<file path="src/rtl/data_mem_ctrl_pkg.sv">
// Shared definitions for the data memory controller: FSM encoding and
// default geometry/latency parameters.
package data_mem_ctrl_pkg;

    localparam int DEF_DATA_W   = 16;
    localparam int DEF_ADDR_W   = 16;
    localparam int DEF_DEPTH    = 256;
    localparam int DEF_READ_LAT = 1;

    typedef enum logic {
        CLEAR = 1'b0,
        READY = 1'b1
    } state_t;

endpackage

</file>
<file path="src/rtl/data_mem_ctrl_mem_array.sv">
// DEPTH x DATA_W RAM: one write port, synchronous read port with an output
// register that can load zero instead of the array word.
module mem_array #(
    parameter int DATA_W = 16,
    parameter int DEPTH  = 256,
    parameter int IDX_W  = 8
) (
    input  logic              clk,
    input  logic              rst,
    input  logic              we,
    input  logic [IDX_W-1:0]  waddr,
    input  logic [DATA_W-1:0] wdata,
    input  logic              re,
    input  logic              rzero,
    input  logic [IDX_W-1:0]  raddr,
    output logic [DATA_W-1:0] rdata
);

    logic [DATA_W-1:0] mem [DEPTH];

    // No reset on the array; contents are initialised by the controller.
    always_ff @(posedge clk) begin
        if (we) begin
            mem[waddr] <= wdata;
        end
    end

    // Read samples the pre-write contents, giving read-before-write on a
    // same-address collision.
    always_ff @(posedge clk or posedge rst) begin
        if (rst) begin
            rdata <= '0;
        end else if (re) begin
            rdata <= rzero ? '0 : mem[raddr];
        end
    end

endmodule

</file>
<file path="src/rtl/data_mem_ctrl.sv">
// Data memory controller: zero-fills the RAM after reset, then serves
// range-checked reads/writes with a READ_LAT-cycle read pipeline.
//
// state | meaning
// CLEAR | writing zero at clr_cnt each cycle, busy=1, requests ignored
// READY | accepting read/write requests
module data_mem_ctrl
    import data_mem_ctrl_pkg::*;
#(
    parameter int DATA_W   = DEF_DATA_W,
    parameter int ADDR_W   = DEF_ADDR_W,
    parameter int DEPTH    = DEF_DEPTH,
    parameter int READ_LAT = DEF_READ_LAT
) (
    input  logic                     clk,
    input  logic                     rst,
    input  logic [ADDR_W-1:0]        address,
    input  logic signed [DATA_W-1:0] write_data,
    input  logic                     r_flag,
    input  logic                     w_flag,
    output logic signed [DATA_W-1:0] read_data,
    output logic                     read_valid,
    output logic                     busy,
    output logic                     addr_fault
);

    localparam int IDX_W = (DEPTH > 1) ? $clog2(DEPTH) : 1;
    localparam logic [ADDR_W:0]  DEPTH_EXT = (ADDR_W + 1)'(DEPTH);
    localparam logic [IDX_W-1:0] LAST_IDX  = IDX_W'(DEPTH - 1);

    if (READ_LAT != 1 && READ_LAT != 2) begin : g_bad_lat
        $error("data_mem_ctrl: READ_LAT must be 1 or 2");
    end
    if (DEPTH < 2 || longint'(DEPTH) > (longint'(1) << ADDR_W)) begin : g_bad_depth
        $error("data_mem_ctrl: DEPTH must be in 2 .. 2**ADDR_W");
    end

    state_t            state, state_nxt;
    logic [IDX_W-1:0]  clr_cnt, clr_cnt_nxt;
    logic              in_range;
    logic              req_acc;
    logic              rd_acc;
    logic              mem_we;
    logic [IDX_W-1:0]  mem_waddr;
    logic [DATA_W-1:0] mem_wdata;
    logic [DATA_W-1:0] ram_rdata;
    logic [READ_LAT-1:0] rd_vld;

    // Zero-extend so an address equal to 2**ADDR_W-1 never aliases DEPTH.
    assign in_range = {1'b0, address} < DEPTH_EXT;

    always_ff @(posedge clk or posedge rst) begin
        if (rst) begin
            state   <= CLEAR;
            clr_cnt <= '0;
        end else begin
            state   <= state_nxt;
            clr_cnt <= clr_cnt_nxt;
        end
    end

    always_comb begin
        state_nxt   = state;
        clr_cnt_nxt = clr_cnt;
        mem_we      = 1'b0;
        mem_waddr   = address[IDX_W-1:0];
        mem_wdata   = write_data;
        req_acc     = 1'b0;
        rd_acc      = 1'b0;
        case (state)
            CLEAR: begin
                mem_we    = 1'b1;
                mem_waddr = clr_cnt;
                mem_wdata = '0;
                if (clr_cnt == LAST_IDX) begin
                    state_nxt   = READY;
                    clr_cnt_nxt = '0;
                end else begin
                    clr_cnt_nxt = clr_cnt + 1'b1;
                end
            end
            READY: begin
                req_acc = r_flag | w_flag;
                rd_acc  = r_flag;
                mem_we  = w_flag & in_range;
            end
            default: state_nxt = CLEAR;
        endcase
    end

    assign busy = (state == CLEAR);

    always_ff @(posedge clk or posedge rst) begin
        if (rst) begin
            addr_fault <= 1'b0;
        end else begin
            addr_fault <= req_acc & ~in_range;
        end
    end

    mem_array #(
        .DATA_W (DATA_W),
        .DEPTH  (DEPTH),
        .IDX_W  (IDX_W)
    ) u_mem (
        .clk   (clk),
        .rst   (rst),
        .we    (mem_we),
        .waddr (mem_waddr),
        .wdata (mem_wdata),
        .re    (rd_acc),
        .rzero (~in_range),
        .raddr (address[IDX_W-1:0]),
        .rdata (ram_rdata)
    );

    // The RAM output register is the first latency stage; a second stage
    // is added only for READ_LAT=2 and loads only on valid data so
    // read_data holds between results.
    if (READ_LAT == 1) begin : g_lat1
        always_ff @(posedge clk or posedge rst) begin
            if (rst) begin
                rd_vld <= '0;
            end else begin
                rd_vld <= rd_acc;
            end
        end
        assign read_data = ram_rdata;
    end else begin : g_lat2
        logic [DATA_W-1:0] rd_q;
        always_ff @(posedge clk or posedge rst) begin
            if (rst) begin
                rd_vld <= '0;
                rd_q   <= '0;
            end else begin
                rd_vld <= {rd_vld[0], rd_acc};
                if (rd_vld[0]) begin
                    rd_q <= ram_rdata;
                end
            end
        end
        assign read_data = rd_q;
    end

    assign read_valid = rd_vld[READ_LAT-1];

endmodule

</file>
<file path="config.mk">
export PLATFORM = sky130hd
export DESIGN_NAME = data_mem_ctrl
export DESIGN_NICKNAME = d
export VERILOG_FILES = /design/src/rtl/data_mem_ctrl_pkg.sv /design/src/rtl/data_mem_ctrl_mem_array.sv /design/src/rtl/data_mem_ctrl.sv
export SDC_FILE = /design/constraint.sdc
export NUM_CORES = 2
export LEC_CHECK = 0
export ABC_AREA = 1
export BUFFER_PORTS_ARGS = -buffer_cell sky130_fd_sc_hd__buf_2
export CAP_MARGIN = 40
export CORE_AREA = 5 5 535 537
export DETAILED_ROUTE_END_ITERATION = 8
export DIE_AREA = 0 0 540 542
export PLACE_DENSITY_LB_ADDON = 0.08
export SLEW_MARGIN = 10
export SYNTH_ARGS = -nofsm -noshare
export SYNTH_HDL_FRONTEND = slang
export SYNTH_SLANG_ARGS = --single-unit
</file>
<file path="constraint.sdc">
create_clock -name clk -period 8.21 [get_ports clk]
set_clock_uncertainty 0.2 [all_clocks]
set_input_delay 0.821 -clock clk [delete_from_list [all_inputs] [get_ports clk]]
set_output_delay 0.821 -clock clk [all_outputs]
set_load 0.01 [all_outputs]
</file>
-- Yosys cells after proc, flatten, opt, wreduce, memory -nomap -nowiden
Memories as Yosys holds them, arrays and structs flattened.
Cells that the tools add are included.
W data, S select, Z words.
- bits in writable memories: 4096
- register bits after elaboration: 27
- logic and storage cells: 25
- memories kept: 1
- output and inout port bits: 19
- equal/unequal tests: 1
- magnitude comparators: 1
- bitwise operators: 5
- mux-type cells: 11
- $add $sub $neg: 1
- memories (memory ; words ; bits a word ; rd ports ; clocked after memory_dff ; write ports ; line ; text):
    u_mem.mem ; 256 ; 16 ; 1 ; 0 ; 1 ; data_mem_ctrl_mem_array.sv:19 ; logic [DATA_W-1:0] mem [DEPTH];
- operators by type and width (cell ; count):
    $mux W16 ; 2
    $lt A16 B9 Y1 const B ; 1
    $mux W8 ; 2
    $add A8 B1 Y8 const B ; 1
    $eq A8 B8 Y1 const B ; 1
    $mux W1 ; 6
    $and A1 B1 Y1 ; 2
    $not A1 Y1 ; 2
    $pmux W1 S2 ; 1
    $or A1 B1 Y1 ; 1

-- Longest topological paths before layout
- depth in word-level cells: 5
- mapped depth: 17
- depth with buffers taken out: 13

-- Hierarchy
From an unflattened synthesis, not the netlist that was laid out.
- cell total of the unflattened synthesis: 13948
- area total of the unflattened synthesis: 167157.8 um2
- modules (own cells, without submodules) (module ; cells each ; sequential area each (um2) ; times used ; area an instance (um2)):
    mem_array ; 13814 ; 123398.3 ; 1 ; 166338.3
    data_mem_ctrl ; 134 ; 275.3 ; 1 ; 819.5

-- Least setup slack after synthesis
OpenSTA, ideal clock, no wires.
- kind: register -> register
- start point: register state
- end point: memory u_mem.mem[0][10] (data pin)
- path slack: 3594 ps
- data required time: 7237 ps
- stages on the path, launching flop included: 5
- arrival: 3643 ps
- setup time: 773 ps
- path buffers: 2
- period minus slack after synthesis: 4616 ps
- cell sequence: dfrtp_1 -> buf_2 -> buf_1 -> nand2_1 -> inv_1
- cells in the longest elaborated chain, start to end: 1
- RTL lines (element ; line ; text):
    from (decl) ; data_mem_ctrl.sv:38 ; state_t state, state_nxt;
    from (signal assigned) ; data_mem_ctrl.sv:57 ; state <= state_nxt;
    $mux W16 ; data_mem_ctrl.sv:70 ; case (state)
    net mem_wdata[10] ; data_mem_ctrl.sv:45 ; logic [DATA_W-1:0] mem_wdata;
    to (decl) ; data_mem_ctrl_mem_array.sv:19 ;
The timed path passes the listed nets, and every way through them passes these cells.

-- Final worst setup path
- start point: input port address[0]
- end point: register u_mem.rdata[12]
- cells in the longest elaborated chain, start to end: 2
- elaborated cells on any way between the ends: 3
- RTL lines (element ; line ; text):
    from (decl) ; data_mem_ctrl.sv:17 ; input logic [ADDR_W-1:0] address,
    $mem_v2 Z256 W16 or $lt A16 B9 Y1 (tied branches) ; -- ;
    $mux W16 (*) ; data_mem_ctrl_mem_array.sv:34 ; rdata <= rzero ? '0 : mem[raddr];
    to (signal assigned) ; data_mem_ctrl_mem_array.sv:34 ;
    to (decl) ; data_mem_ctrl_mem_array.sv:16 ; output logic [DATA_W-1:0] rdata
Every way passes the cells marked *; elsewhere a longest branch is shown, timed or not.
A chain may end at the register's enable or synchronous reset.

==> results.yml <==
setup_path:
  timing.critical_path.to_type: "flip-flop"
  timing_worst_setup_path_type: "primary input to flip-flop"
  start_kind: "primary input"
  required_ps: 8900
  crit_arrival_ps: 4840
  crit_path_max_fanout: 154
clocking:
  clk_root_buffer_cell: "sky130_fd_sc_hd__clkbuf_16"
  clkTransAtPathRegs_ps: 60
  hold_buffers: 5
  clock_path_buffers: 4
  clock_tree.htree_level_count: 5
  cts_made_buffers: 412
  cts-resized-gates: 0
  post-cts-setup-buffers: 0
  clk-insertion-delay-late_ps: 940
  tritoncts_num_sinks: 4123
  cts_tree: "built"
timing:
  rsz0062_at_grt: "no"
  period_minus_slack_ps: 4160
  tns_ps: 0
  report.final.hold_viol_count: 0
  slew_headroom_pct: 7.69
  finalWorstSetupSlack_ps: 4050
  min_period_over_period_pct: 50.6
  worst_pin_slew_ps: 1380
  final-setup-viol-count: 0
  report.final.slew_viol_count: 0
  fmax_mhz: 241
logic_synthesis:
  library_cell_occupying_the_most_area_in_the_post_synthesis_netlist: "sky130_fd_sc_hd__edfxtp_1"
  area_contributors_post_synth: "sky130_fd_sc_hd__edfxtp_1 (74%), sky130_fd_sc_hd__nand3_1 (12%), sky130_fd_sc_hd__nand2_1 (10%)"
  async_reset_ff_share_pct: 0.655
  syn-cell-area_um2: 167000
  synth_top_cell_area_share_pct: 73.5
  synthCells: 13922
  yosys_most_used_dff: "sky130_fd_sc_hd__edfxtp_1"
  postSynthRegisterBits: 4123
  synth-edff-count: 4096
  synth.yosys.seq_area_share_pct: 73.9
  synthDistinctLibCells: 28
  synth_nets: 13959
  synth_warnings: 0
  syn_avg_cell_area_um2: 12.0
detailed_routing:
  route.detailed.vias_per_inst: 6.10
  drt_pass1_iterations: 8
  totalWireLength_um: 467000
  vias: 109450
  drcViolationCount: 0
  remaining_antenna_violation_count_after_routing: 0
  post_drt_wl_per_cell_um: 26.0
  initialDrtViolationCount: 14636
run:
  max_cap_violations: 0
global_route:
  grt_pass1_vias: 102048
  global_route.overflow_total: 0
  maximum_number_of_pins_on_one_net_before_global_route_repair: 210
  grt_first_pass_wirelength_um: 679000
  initial_antenna_violation_count: 14
  global_route.usage.total_pct: 31.2
die:
  placement_rows: 195
  die-height_um: 542
  die_width_um: 540
  fp.dieArea_um2: 293000
  io-pin-count: 55
  initial_utilization_pct: 59.5
  placeableCoreArea_um2: 281000
layout:
  final_cell_mix: "sky130_fd_sc_hd__nand2_1 (4564), sky130_fd_sc_hd__edfxtp_1 (4096), sky130_fd_sc_hd__nand3_1 (3896), sky130_fd_sc_hd__clkbuf_16 (419), sky130_fd_sc_hd__buf_4 (302)"
  final_common_cell: "sky130_fd_sc_hd__nand2_1"
  post_layout_nonfiller_instances: 17947
  layout.filler_cells: 20607
  final_nets: 13892
  post_route_cells_drive_above_1_share_pct: 7.84
  finalInstanceArea_um2: 185000
  areaGrowthSynthToFinish_pct: 10.5
placement:
  hpwlAfterDp_um: 255000
  numPortBuffers: 54
  worst_slack_placed_ps: 3400
  gp_routability_congestion: 0.937
  placement.cell_area_um2: 171000
  dpl.cell_count: 17175
power_and_ir_drop:
  leakagePower_nw: 63.3
  power_per_cell_area_nw_per_um2: 237
  ir_worst_vdd_v: 0.000225
status:
  outcome: "finished clean"
worst_hold_path:
  timing.hold.worst.class: "primary input to flip-flop"
[worst max-delay path, cell delays in order]
cell                      delay [ps]
sky130_fd_sc_hd__buf_12          180
sky130_fd_sc_hd__inv_16          540
sky130_fd_sc_hd__buf_16          440
sky130_fd_sc_hd__buf_12          530
sky130_fd_sc_hd__nand2_1         100
sky130_fd_sc_hd__nand3_1         100
sky130_fd_sc_hd__nand3_1         140
sky130_fd_sc_hd__nand3_1         200
sky130_fd_sc_hd__nand3_1         260
sky130_fd_sc_hd__nand2_1         250
sky130_fd_sc_hd__nand2_1          90
sky130_fd_sc_hd__nand2_1         210
sky130_fd_sc_hd__nand2_1          80
sky130_fd_sc_hd__nand3_1         220
sky130_fd_sc_hd__nand3_1         120
sky130_fd_sc_hd__nand2_1          70
[metrics by stage]
| step | hold WS (ps) | util, % | power, mW |
|---|---|---|---|
| final | 191 | 65.7 | 43.7 |
| after global routing | 218 | 65.7 | 45.0 |
| after CTS | 138 | 65.7 | 43.9 |
| after detailed placement | 264 | 60.9 | 25.5 |
| after global placement | 267 | 60.6 | 25.5 |
| after floorplan | 298 | - | 24.8 |
[power by group]
group,internal [mW],leakage [nW],switching (mW)
registers,22.8,28.6,0
clock network,10.7,6.51,7.87
logic,0.607,28.1,1.72
total,34.1,63.3,9.58
[state kept, by name, summed over array words and instances (netlist names)]
| name | count |
|---|---|
| read_valid | 1 |
| u_mem.rdata | 16 |
| clr_cnt | 8 |
| u_mem.mem | 4096 |
| state | 1 |
| addr_fault | 1 |
[cell families after synthesis]
family,Yosys count,synth area share (%)
AO/OA/AOI/OAI,14,0.0479
XOR/XNOR,4,0.0209
adder cells (fa/ha/maj),1,0.00748
buffers and inverters,1006,3.36
flip-flops,4123,73.9
AND/OR/NAND/NOR,8774,22.6
[synth_stat cells (2+ instances only)]
cell type / number
sky130_fd_sc_hd__a21oi_1: 3
sky130_fd_sc_hd__buf_1: 95
sky130_fd_sc_hd__buf_2: 460
sky130_fd_sc_hd__buf_4: 142
sky130_fd_sc_hd__buf_6: 96
sky130_fd_sc_hd__clkbuf_1: 148
sky130_fd_sc_hd__dfrtp_1: 27
sky130_fd_sc_hd__edfxtp_1: 4096
sky130_fd_sc_hd__inv_1: 55
sky130_fd_sc_hd__inv_2: 5
sky130_fd_sc_hd__inv_4: 2
sky130_fd_sc_hd__nand2_1: 4579
sky130_fd_sc_hd__nand3_1: 3896
sky130_fd_sc_hd__nor2_1: 285
sky130_fd_sc_hd__nor2_2: 10
sky130_fd_sc_hd__nor4_1: 2
sky130_fd_sc_hd__o21ai_0: 6
sky130_fd_sc_hd__o21ai_1: 2
sky130_fd_sc_hd__xor2_1: 4
[worst paths after layout]
check,cells after the start,slack [ps],end,from
max,16,4050,u_mem.rdata[12]$_DFFE_PP0P_,address[0]
min,4,190,u_mem.rdata[11]$_DFFE_PP0P_,address[7]
max reg2reg,7,4130,u_mem.mem[159][12]$_DFFE_PP_,state$_DFF_PP0_
min reg2reg,2,280,u_mem.rdata[11]$_DFFE_PP0P_,u_mem.rdata[11]$_DFFE_PP0P_
max in group asynchronous,4,7150,clr_cnt[2]$_DFFE_PP0N_,rst
min in group asynchronous,4,300,addr_fault$_DFF_PP0_,rst
[cell type report]
class	count	area (µm²)	share of cell area [%]
timing repair buffer	462	4570	2.47
inverter	63	409	0.221
clock inverter	253	2530	1.37
antenna	6	15.0	0.00813
sequential	4123	124000	66.9
tap	3743	4680	2.53
clock buffer	504	10800	5.85
multi-input combinational	8793	38100	20.6
[routing by layer]
metal,global-route usage (%),share of wire (%),up-vias
li1,-,-,49247
met1,44.1,39,53676
met2,48.2,46,5630
met3,5.74,9.9,889
met4,13.7,5.0,8
met5,0,0.011,-
Power figures use the tool's default switching activity.
